**src/rtl/sel_4_1_rr_arbiter.sv**
```systemverilog
// Round-robin arbiter for four requesters sharing a 2-bit 4:1 selector path.
// The grant and selector code are registered; the data mux reads the registered SEL.
module sel_4_1_rr_arbiter #(
   parameter int MAX_HOLD = 4,
   parameter int CNT_W    = 4
) (
   input  logic       CLK,
   input  logic       RST_N,
   input  logic [3:0] REQ,
   input  logic [1:0] A,
   input  logic [1:0] B,
   input  logic [1:0] C,
   input  logic [1:0] D,
   output logic [3:0] GNT,
   output logic [1:0] SEL,
   output logic [1:0] OUT,
   output logic       OUT_VALID
);

   typedef enum logic [0:0] {
      ST_IDLE  = 1'b0,
      ST_GRANT = 1'b1
   } state_t;

   state_t           state_q, state_d;
   logic [1:0]       ptr_q, ptr_d;
   logic [1:0]       sel_q, sel_d;
   logic [3:0]       gnt_q, gnt_d;
   logic [CNT_W-1:0] cnt_q, cnt_d;

   // Returns {found, index}; index is the first set request at or after ptr.
   function automatic logic [2:0] rr_pick(input logic [3:0] req, input logic [1:0] ptr);
      logic [2:0] res;
      logic [1:0] idx;
      res = 3'b000;
      for (int k = 3; k >= 0; k--) begin
         idx = ptr + 2'(k);
         if (req[idx]) begin
            res = {1'b1, idx};
         end else begin
            res = res;
         end
      end
      return res;
   endfunction

   function automatic logic [3:0] one_hot(input logic [1:0] idx);
      return 4'b0001 << idx;
   endfunction

   // State register
   always_ff @(posedge CLK) begin
      if (!RST_N) begin
         state_q <= ST_IDLE;
         ptr_q   <= 2'd0;
         sel_q   <= 2'd0;
         gnt_q   <= 4'b0000;
         cnt_q   <= '0;
      end else begin
         state_q <= state_d;
         ptr_q   <= ptr_d;
         sel_q   <= sel_d;
         gnt_q   <= gnt_d;
         cnt_q   <= cnt_d;
      end
   end

   // Next-state: arbitration from IDLE, hold or release-and-rearbitrate in GRANT
   always_comb begin
      logic [2:0] pick_idle;
      logic [2:0] pick_rel;
      logic       release_grant;
      state_d       = state_q;
      ptr_d         = ptr_q;
      sel_d         = sel_q;
      gnt_d         = gnt_q;
      cnt_d         = cnt_q;
      pick_idle     = rr_pick(REQ, ptr_q);
      pick_rel      = rr_pick(REQ, sel_q + 2'd1);
      release_grant = !REQ[sel_q] || (cnt_q == CNT_W'(MAX_HOLD - 1));
      case (state_q)
         ST_IDLE: begin
            if (pick_idle[2]) begin
               state_d = ST_GRANT;
               sel_d   = pick_idle[1:0];
               gnt_d   = one_hot(pick_idle[1:0]);
               cnt_d   = '0;
            end else begin
               state_d = ST_IDLE;
            end
         end
         ST_GRANT: begin
            if (release_grant) begin
               // The releasing requester becomes lowest priority, so a lone requester still wins again.
               ptr_d = sel_q + 2'd1;
               if (pick_rel[2]) begin
                  sel_d = pick_rel[1:0];
                  gnt_d = one_hot(pick_rel[1:0]);
                  cnt_d = '0;
               end else begin
                  state_d = ST_IDLE;
                  gnt_d   = 4'b0000;
               end
            end else begin
               cnt_d = cnt_q + CNT_W'(1);
            end
         end
         default: begin
            state_d = ST_IDLE;
            gnt_d   = 4'b0000;
         end
      endcase
   end

   // Outputs: registered grant/select, data mux gated by valid
   always_comb begin
      GNT       = gnt_q;
      SEL       = sel_q;
      OUT_VALID = (state_q == ST_GRANT);
      OUT       = 2'b00;
      if (state_q == ST_GRANT) begin
         case (sel_q)
            2'd0:    OUT = A;
            2'd1:    OUT = B;
            2'd2:    OUT = C;
            2'd3:    OUT = D;
            default: OUT = 2'b00;
         endcase
      end else begin
         OUT = 2'b00;
      end
   end

endmodule

```
**config.mk**
```make
export PLATFORM = sky130hd
export DESIGN_NAME = sel_4_1_rr_arbiter
export DESIGN_NICKNAME = d
export VERILOG_FILES = /design/src/rtl/sel_4_1_rr_arbiter.sv
export SDC_FILE = /design/constraint.sdc
export NUM_CORES = 1
export LEC_CHECK = 0
export CAP_MARGIN = 20
export CORE_MARGIN = 3
export CORE_UTILIZATION = 45
export CTS_CLUSTER_DIAMETER = 40
export CTS_CLUSTER_SIZE = 25
export DETAILED_ROUTE_END_ITERATION = 12
export GPL_ROUTABILITY_DRIVEN = 0
export PLACE_DENSITY_LB_ADDON = 0.3
export REMOVE_ABC_BUFFERS = 1
export SYNTH_ARGS = -nofsm -noshare
export SYNTH_HDL_FRONTEND = slang
export SYNTH_SLANG_ARGS = --single-unit
```
**constraint.sdc**
```tcl
create_clock -name CLK -period 2.5 [get_ports CLK]
set_input_delay 0.25 -clock CLK [delete_from_list [all_inputs] [get_ports CLK]]
set_output_delay 0.25 -clock CLK [all_outputs]
set_load 0.01 [all_outputs]
```
==> impl_metrics.xml, run 1 <==
<?xml version="1.0" encoding="UTF-8"?>
<metrics>
  <group name="status">
    <metric name="status" unit="">complete, no violations</metric>
  </group>
  <group name="sta">
    <metric name="setup_viol" unit="">0</metric>
    <metric name="clock-skew-final" unit="ps">1.408</metric>
    <metric name="achievable-frequency" unit="GHz">0.4330</metric>
    <metric name="min_period_over_period" unit="">0.9239</metric>
    <metric name="tightest_slew" unit="ps">542.1</metric>
    <metric name="setup_tns" unit="ps">0</metric>
    <metric name="hold_viol_final" unit="">0</metric>
    <metric name="slew_headroom" unit="">0.6386</metric>
    <metric name="timing.final.crit_period" unit="ps">2310</metric>
    <metric name="grt_setup_unrepaired" unit="">false</metric>
    <metric name="drv_slew" unit="">0</metric>
  </group>
  <group name="route">
    <metric name="via_per_inst" unit="">5.950</metric>
    <metric name="first_pass_iters" unit="">4</metric>
    <metric name="drt_iter0_drc" unit="">33</metric>
    <metric name="antenna_nets_post_route" unit="">0</metric>
    <metric name="wl_per_cell" unit="µm">13.97</metric>
    <metric name="route.vias.total" unit="">946</metric>
    <metric name="post-route-drc-count" unit="">0</metric>
    <metric name="routed_wirelength" unit="µm">2221</metric>
  </group>
  <group name="logic_synthesis">
    <metric name="post-synth-top-count-cell" unit="">nor2_1</metric>
    <metric name="synth-warning-count" unit="">0</metric>
    <metric name="dominantRegCellSynth" unit="">dfxtp_1</metric>
    <metric name="postSynthAreaPerCell" unit="µm²">8.307</metric>
    <metric name="synth_async_sr_flop_share" unit="">0</metric>
    <metric name="synth.cell_area" unit="µm²">897.1</metric>
    <metric name="synth_area_leader_cell" unit="">dfxtp_1</metric>
    <metric name="synth-edff-count" unit="">0</metric>
    <metric name="netlist_top_cells_area" unit="">dfxtp_1, ha_1, nor2_1</metric>
    <metric name="ys_types" unit="">41</metric>
    <metric name="synth_top_area_frac" unit="">0.2901</metric>
    <metric name="postSynthRegisterBits" unit="">13</metric>
    <metric name="synthesized_instance_count" unit="">108</metric>
    <metric name="most_frequent_cells_after_synthesis" unit="">nor2_1, dfxtp_1, a21oi_1</metric>
    <metric name="synth_seq_area_share" unit="">0.2901</metric>
  </group>
  <group name="finish">
    <metric name="number_of_nets_in_the_finished_design" unit="">154</metric>
    <metric name="regArea" unit="µm²">261.5</metric>
    <metric name="areaGrowthSynthToFinish" unit="%">30.96</metric>
    <metric name="final_util" unit="">0.6521</metric>
    <metric name="layout-drive-gt1-share" unit="">0.09701</metric>
    <metric name="fillerInstances" unit="">155</metric>
    <metric name="total_area_of_multi_input_combinational_cells" unit="µm²">598.1</metric>
    <metric name="insertedDiodeCount" unit="">0</metric>
  </group>
  <group name="worst_setup_path">
    <metric name="cp.arrival" unit="ps">2060</metric>
    <metric name="worst-path-max-fanout" unit="">10</metric>
    <metric name="end_point_of_the_critical_path" unit="">OUT[1]</metric>
    <metric name="critical_path_class" unit="">reg -&gt; out</metric>
    <metric name="r2r.worst_path.cells" unit="">7</metric>
    <metric name="timing.rr.start" unit="">SEL[0]</metric>
    <metric name="crit_required" unit="ps">2250</metric>
    <metric name="start_kind" unit="">flip-flop</metric>
    <metric name="worst_r2r_endpoint" unit="">GNT[3]</metric>
    <metric name="crit_path_end_kind" unit="">output pin</metric>
    <metric name="critPathLaunch" unit="">SEL[0]</metric>
    <metric name="reg2reg_setup_slack" unit="ps">440</metric>
  </group>
  <group name="clock_network">
    <metric name="cts_buffer_depth" unit="">2</metric>
    <metric name="clock_insertion_delay_worst_skew" unit="ps">270</metric>
    <metric name="cts_num_sinks" unit="">13</metric>
    <metric name="clk_pin_slew" unit="ps">70</metric>
    <metric name="cts_root_buf" unit="">clkbuf_4</metric>
    <metric name="htreeDepth" unit="">1</metric>
    <metric name="cts-buffers-inserted" unit="">3</metric>
    <metric name="cts.hold.buffers_added" unit="">0</metric>
    <metric name="clock_tree_from_tritoncts" unit="">done</metric>
  </group>
  <group name="min_path">
    <metric name="min-delay-path-class" unit="">reg -&gt; reg</metric>
  </group>
  <group name="floorplanning">
    <metric name="die_h" unit="µm">50.65</metric>
    <metric name="core_area" unit="µm²">1802</metric>
    <metric name="die_x" unit="µm">50.65</metric>
    <metric name="row_count" unit="">15</metric>
    <metric name="initial_core_utilization" unit="">0.4979</metric>
    <metric name="io-pin-count" unit="">23</metric>
    <metric name="dieArea" unit="µm²">2565</metric>
  </group>
  <group name="pwr">
    <metric name="power.static_leakage" unit="µW">0.0004267</metric>
    <metric name="power.ir.vdd_worst" unit="V">0.0002934</metric>
    <metric name="power_per_cell_area" unit="nW/µm²">507.4</metric>
    <metric name="total_power" unit="µW">596.1</metric>
  </group>
  <group name="placement">
    <metric name="count_of_buffers_from_port_buffering" unit="">22</metric>
    <metric name="post-dp-hpwl" unit="µm">1738</metric>
  </group>
  <group name="job">
    <metric name="drv_cap" unit="">0</metric>
  </group>
  <group name="grt">
    <metric name="grt_util_all_layers" unit="">0.1995</metric>
    <metric name="grt_pass1_vias" unit="">901</metric>
    <metric name="grt_pass1_wl" unit="µm">3960</metric>
    <metric name="grt_start_max_net_pins" unit="">13</metric>
    <metric name="globalRouteOverflowTotal" unit="">0</metric>
    <metric name="grt_antenna_before_repair" unit="">0</metric>
  </group>
</metrics>
-- where the power goes --
group	switching, µW	leakage, µW	internal (µW)
combinational	111	0.000305	112
sequential	20.9	0.000107	225
clock	64.9	0.0000150	61.9
total	197	0.000427	399
-- cells by family after synthesis --
logic type,share of synthesized area
and+or+nand+nor,0.2371
AOI/OAI and AO/OA,0.3236
DFF,0.2901
muxes,0.03626
adders and majority gates,0.06974
buffers and inverters,0.04323
-- metrics by stage --
stage / worst slack [ps] / cells / area, µm² / hold slack, ps
after global placement: 409.0 / 155 / 1147 / 460.2
final: 190.4 / 159 / 1175 / 498.6
after detailed placement: 327.5 / 155 / 1147 / 474.3
after global routing: 50.30 / 159 / 1175 / 522.3
after floorplan: 583.5 / 106 / 880.8 / 388.4
after CTS: 35.98 / 159 / 1174 / 493.9
-- what timing repair did --
| action | in CTS | in global routing |
|---|---|---|
| setup endpoints to repair | 0 | 2 |
| resized for setup | 0 | 1 |
| buffers inserted | 0 | 0 |
-- sequential cells by signal, summed over array words and instances, names as in the netlist --
register and count:
OUT_VALID 1, ptr_q 2, cnt_q 4, SEL 2
GNT 4
-- worst max-delay path, stage by stage (launching register included) --
cell             delay [ps]
dfxtp_2                 440
inv_1                   100
ha_1                    220
a222oi_1                310
nor2_1                   70
a21oi_1                 110
nor2_1                   50
clkdlybuf4s50_1         480
-- worst min path at each step --
stage	from	end	slack, ps	cells after the start
floorplan	RST_N	GNT[2]	390	2
global placement	cnt_q[1]	cnt_q[1]	460	2
detailed placement	cnt_q[1]	cnt_q[1]	470	2
CTS	cnt_q[1]	cnt_q[1]	490	2
global route	cnt_q[1]	cnt_q[1]	520	2
finish	cnt_q[1]	cnt_q[1]	500	2
-- routing by layer --
metal,track usage,part of all wire,wire length (µm)
met1,0.2699,0.46,1031
met3,0.04748,0.071,158
met5,0,0,0
met4,0.04036,0.0045,10
met2,0.3217,0.46,1020
-- cell usage in the layout (no fill, tap or decap), types with 2 or more instances in the layout --
cell and instances:
clkdlybuf4s50_1 22, nor2_1 16, dfxtp_1 12, a21oi_1 11, inv_1 6, nand2_1 5
o21ai_0 5, ha_1 5, nor2b_1 4, a211oi_1 4, clkbuf_4 3, a222oi_1 2
and2_1 2, a31oi_1 2, nand3_1 2, o31ai_1 2, o21ai_1 2, a32o_1 2
buf_4 2
-- layout make-up --
type                       count  area share
tap                           25     0.02662
clock buffer                   4     0.02236
multi-input combinational     87      0.5091
timing repair buffer          24      0.2002
sequential                    13      0.2226
inverter                       6     0.01917
Power figures use the tool's default switching activity.
==> run 2: changes to the inputs <==
--- a/config.mk
+++ b/config.mk
@@ -5,6 +5,7 @@
 export SDC_FILE = /design/constraint.sdc
 export NUM_CORES = 1
 export LEC_CHECK = 0
+export ABC_CLOCK_PERIOD_IN_PS = 2500
 export CAP_MARGIN = 20
 export CORE_MARGIN = 3
 export CORE_UTILIZATION = 45
@@ -12,7 +13,7 @@
 export CTS_CLUSTER_SIZE = 25
 export DETAILED_ROUTE_END_ITERATION = 12
 export GPL_ROUTABILITY_DRIVEN = 0
-export PLACE_DENSITY_LB_ADDON = 0.3
+export PLACE_DENSITY = 0.73
 export REMOVE_ABC_BUFFERS = 1
 export SYNTH_ARGS = -nofsm -noshare
 export SYNTH_HDL_FRONTEND = slang
==> run 2 against run 1 <==
- final cell count shrank 0.63%
- combinational power is essentially flat
- power shrank 0.79%
- sequential power is essentially flat
- global-route usage is essentially flat
- maximum frequency shrank 2.5%
- utilization shrank 0.42 points
- die area is the same
- design area shrank 0.64%
- clock skew grew 1.4 ps
- via count is the same
- worst hold slack lost 22 ps
==> impl_metrics.xml, run 2 (synthesis gave the netlist of run 1 again) <==
<?xml version="1.0" encoding="UTF-8"?>
<metrics>
  <group name="route">
    <metric name="route.vias.total" unit="">946</metric>
    <metric name="via_per_inst" unit="">5.987</metric>
    <metric name="antenna_nets_post_route" unit="">0</metric>
    <metric name="drt_iter0_drc" unit="">36</metric>
    <metric name="post-route-drc-count" unit="">0</metric>
    <metric name="wl_per_cell" unit="µm">14.10</metric>
    <metric name="routed_wirelength" unit="µm">2228</metric>
    <metric name="first_pass_iters" unit="">4</metric>
  </group>
  <group name="pwr">
    <metric name="power.clock.fraction" unit="">0.212</metric>
    <metric name="internal-power" unit="µW">397.6</metric>
    <metric name="p_switching" unit="µW">193.9</metric>
    <metric name="share_comb_of_total_power" unit="">0.371</metric>
    <metric name="sw_frac_of_total" unit="">0.3278</metric>
    <metric name="power.static_leakage" unit="µW">0.0004219</metric>
    <metric name="power.ir.vdd_worst" unit="V">0.0003540</metric>
    <metric name="seq_power_share" unit="">0.416</metric>
    <metric name="power_per_cell_area" unit="nW/µm²">506.6</metric>
  </group>
  <group name="finish">
    <metric name="layout_commonest_cell" unit="">clkdlybuf4s50_1</metric>
    <metric name="post_layout_nonfiller_instances" unit="">158</metric>
    <metric name="fillerInstances" unit="">153</metric>
    <metric name="layout-drive-gt1-share" unit="">0.09023</metric>
    <metric name="insertedDiodeCount" unit="">0</metric>
    <metric name="areaGrowthSynthToFinish" unit="%">30.13</metric>
    <metric name="number_of_nets_in_the_finished_design" unit="">153</metric>
    <metric name="layout_common_cells" unit="">clkdlybuf4s50_1, nor2_1, dfxtp_1</metric>
  </group>
  <group name="clock_network">
    <metric name="cts_root_buf" unit="">clkbuf_4</metric>
    <metric name="cts-buffers-inserted" unit="">3</metric>
    <metric name="post-cts-setup-buffer-count" unit="">0</metric>
    <metric name="clk_pin_slew" unit="ps">80</metric>
    <metric name="cts_num_sinks" unit="">13</metric>
    <metric name="clock_insertion_delay_worst_skew" unit="ps">270</metric>
    <metric name="htreeDepth" unit="">1</metric>
    <metric name="cts.repair.resized" unit="">1</metric>
    <metric name="cts.hold.buffers_added" unit="">0</metric>
    <metric name="clock_tree_from_tritoncts" unit="">done</metric>
    <metric name="cts_buffer_depth" unit="">2</metric>
  </group>
  <group name="sta">
    <metric name="setup_tns" unit="ps">0</metric>
    <metric name="achievable-frequency" unit="GHz">0.4221</metric>
    <metric name="clock-skew-final" unit="ps">2.807</metric>
    <metric name="timing.final.crit_period" unit="ps">2369</metric>
    <metric name="min_period_over_period" unit="">0.9476</metric>
    <metric name="hold_viol_final" unit="">0</metric>
    <metric name="drv_slew" unit="">0</metric>
    <metric name="tightest_slew" unit="ps">545.5</metric>
    <metric name="setup_viol" unit="">0</metric>
    <metric name="grt_setup_unrepaired" unit="">false</metric>
    <metric name="slew_headroom" unit="">0.6363</metric>
  </group>
  <group name="worst_setup_path">
    <metric name="crit_path_frequent_cell" unit="">nor2_1</metric>
    <metric name="reg2reg_setup_slack" unit="ps">440</metric>
    <metric name="crit_required" unit="ps">2250</metric>
    <metric name="crit_slowest_cell" unit="">clkdlybuf4s50_1</metric>
    <metric name="worst_r2r_endpoint" unit="">GNT[3]</metric>
    <metric name="critical_path_class" unit="">reg -&gt; out</metric>
    <metric name="cp.arrival" unit="ps">2120</metric>
    <metric name="r2r.worst_path.cells" unit="">7</metric>
    <metric name="timing.critical_path.slowest_cell_delay" unit="ps">490</metric>
    <metric name="timing.rr.start" unit="">SEL[1]</metric>
    <metric name="start_kind" unit="">flip-flop</metric>
    <metric name="critPathLaunch" unit="">SEL[0]</metric>
    <metric name="worst-path-max-fanout" unit="">10</metric>
    <metric name="timing.critical_path.cells" unit="">inv_1 -&gt; ha_1 -&gt; a222oi_1 -&gt; nor2_1 -&gt; a21oi_1 -&gt; nor2_1 -&gt; clkdlybuf4s50_1</metric>
    <metric name="crit_path_end_kind" unit="">output pin</metric>
  </group>
  <group name="floorplanning">
    <metric name="core_area" unit="µm²">1802</metric>
    <metric name="initial_core_utilization" unit="">0.4979</metric>
    <metric name="io-pin-count" unit="">23</metric>
    <metric name="die_x" unit="µm">50.65</metric>
    <metric name="row_count" unit="">15</metric>
    <metric name="dieArea" unit="µm²">2565</metric>
    <metric name="die_h" unit="µm">50.65</metric>
  </group>
  <group name="job">
    <metric name="drv_cap" unit="">0</metric>
  </group>
  <group name="grt">
    <metric name="globalRouteOverflowTotal" unit="">0</metric>
    <metric name="grt_pass1_wl" unit="µm">3912</metric>
    <metric name="grt_antenna_before_repair" unit="">0</metric>
    <metric name="grt_start_max_net_pins" unit="">13</metric>
    <metric name="grt_pass1_vias" unit="">895</metric>
    <metric name="grt_util_all_layers" unit="">0.1993</metric>
  </group>
  <group name="placement">
    <metric name="count_of_buffers_from_port_buffering" unit="">22</metric>
    <metric name="post-dp-hpwl" unit="µm">1762</metric>
    <metric name="placed_cells_incl_taps" unit="">154</metric>
  </group>
  <group name="status">
    <metric name="status" unit="">complete, no violations</metric>
  </group>
  <group name="min_path">
    <metric name="worst_hold_path.num_cells" unit="">2</metric>
    <metric name="min_from" unit="">cnt_q[1]</metric>
    <metric name="min-delay-path-class" unit="">reg -&gt; reg</metric>
    <metric name="worst_hold_path.endpoint" unit="">cnt_q[1]</metric>
  </group>
</metrics>
==> run 2: worst max-delay path, delay by kind of cell (launching register included) <==
family                   cells  cell delay, ps
AO/OA/AOI/OAI                2             480
adder cells (fa/ha/maj)      1             230
buffers and inverters        2             590
flip-flops                   1             430
AND/OR/NAND/NOR              2             130
==> run 2: how the worst max path moves through the flow <==
stage / endpoint / slack [ps] / cells past startpoint
2_1_floorplan: GNT[3] / 580 / 7
3_3_place_gp: OUT[1] / 410 / 7
3_5_place_dp: OUT[1] / 290 / 7
4_1_cts: OUT[1] / 120 / 7
5_1_grt: OUT[0] / 20 / 7
6_report: OUT[1] / 130 / 7
==> run 2: layer usage <==
layer / GRT usage / up-vias / routed length, µm / part of all wire
met3: 0.05638 / 2 / 140 / 0.063
met1: 0.2545 / 449 / 1013 / 0.45
met5: 0 / - / 0 / 0
met4: 0.05830 / 0 / 12 / 0.0054
met2: 0.3239 / 31 / 1062 / 0.48
li1: - / 464 / - / -
==> run 2: per-stage QoR <==
| stage | instance area (µm²) | total power (µW) | utilization | worst slack [ps] | hold slack (ps) |
|---|---|---|---|---|---|
| 3_3_place_gp | 1140 | 466.0 | 0.6326 | 405.7 | 459.5 |
| 3_5_place_dp | 1140 | 469.0 | 0.6326 | 285.7 | 465.0 |
| 6_report | 1167 | 591.4 | 0.6479 | 130.9 | 476.5 |
| 4_1_cts | 1167 | 598.6 | 0.6479 | 117.2 | 476.1 |
| 5_1_grt | 1167 | 632.2 | 0.6479 | 20.95 | 524.7 |
| 2_1_floorplan | 880.8 | 380.4 | - | 583.5 | 388.4 |
==> run 2: power by group through the flow <==
stage | sequential, µW | clock, µW | combinational (µW)
2_1_floorplan | 252 | 0 | 128
3_3_place_gp | 250 | 0 | 216
4_1_cts | 246 | 133 | 220
5_1_grt | 250 | 139 | 244
6_report | 246 | 126 | 220
3_5_place_dp | 251 | 0 | 218
==> run 2: layout make-up <==
| type | count | area (µm²) | area share |
|---|---|---|---|
| inverters | 6 | 22.52 | 0.01929 |
| multi-input cells | 87 | 598.1 | 0.5123 |
| clock buffers | 4 | 26.28 | 0.02251 |
| well taps | 25 | 31.28 | 0.02680 |
| repair buffers | 23 | 227.7 | 0.1951 |
| flip-flops and latches | 13 | 261.5 | 0.2240 |
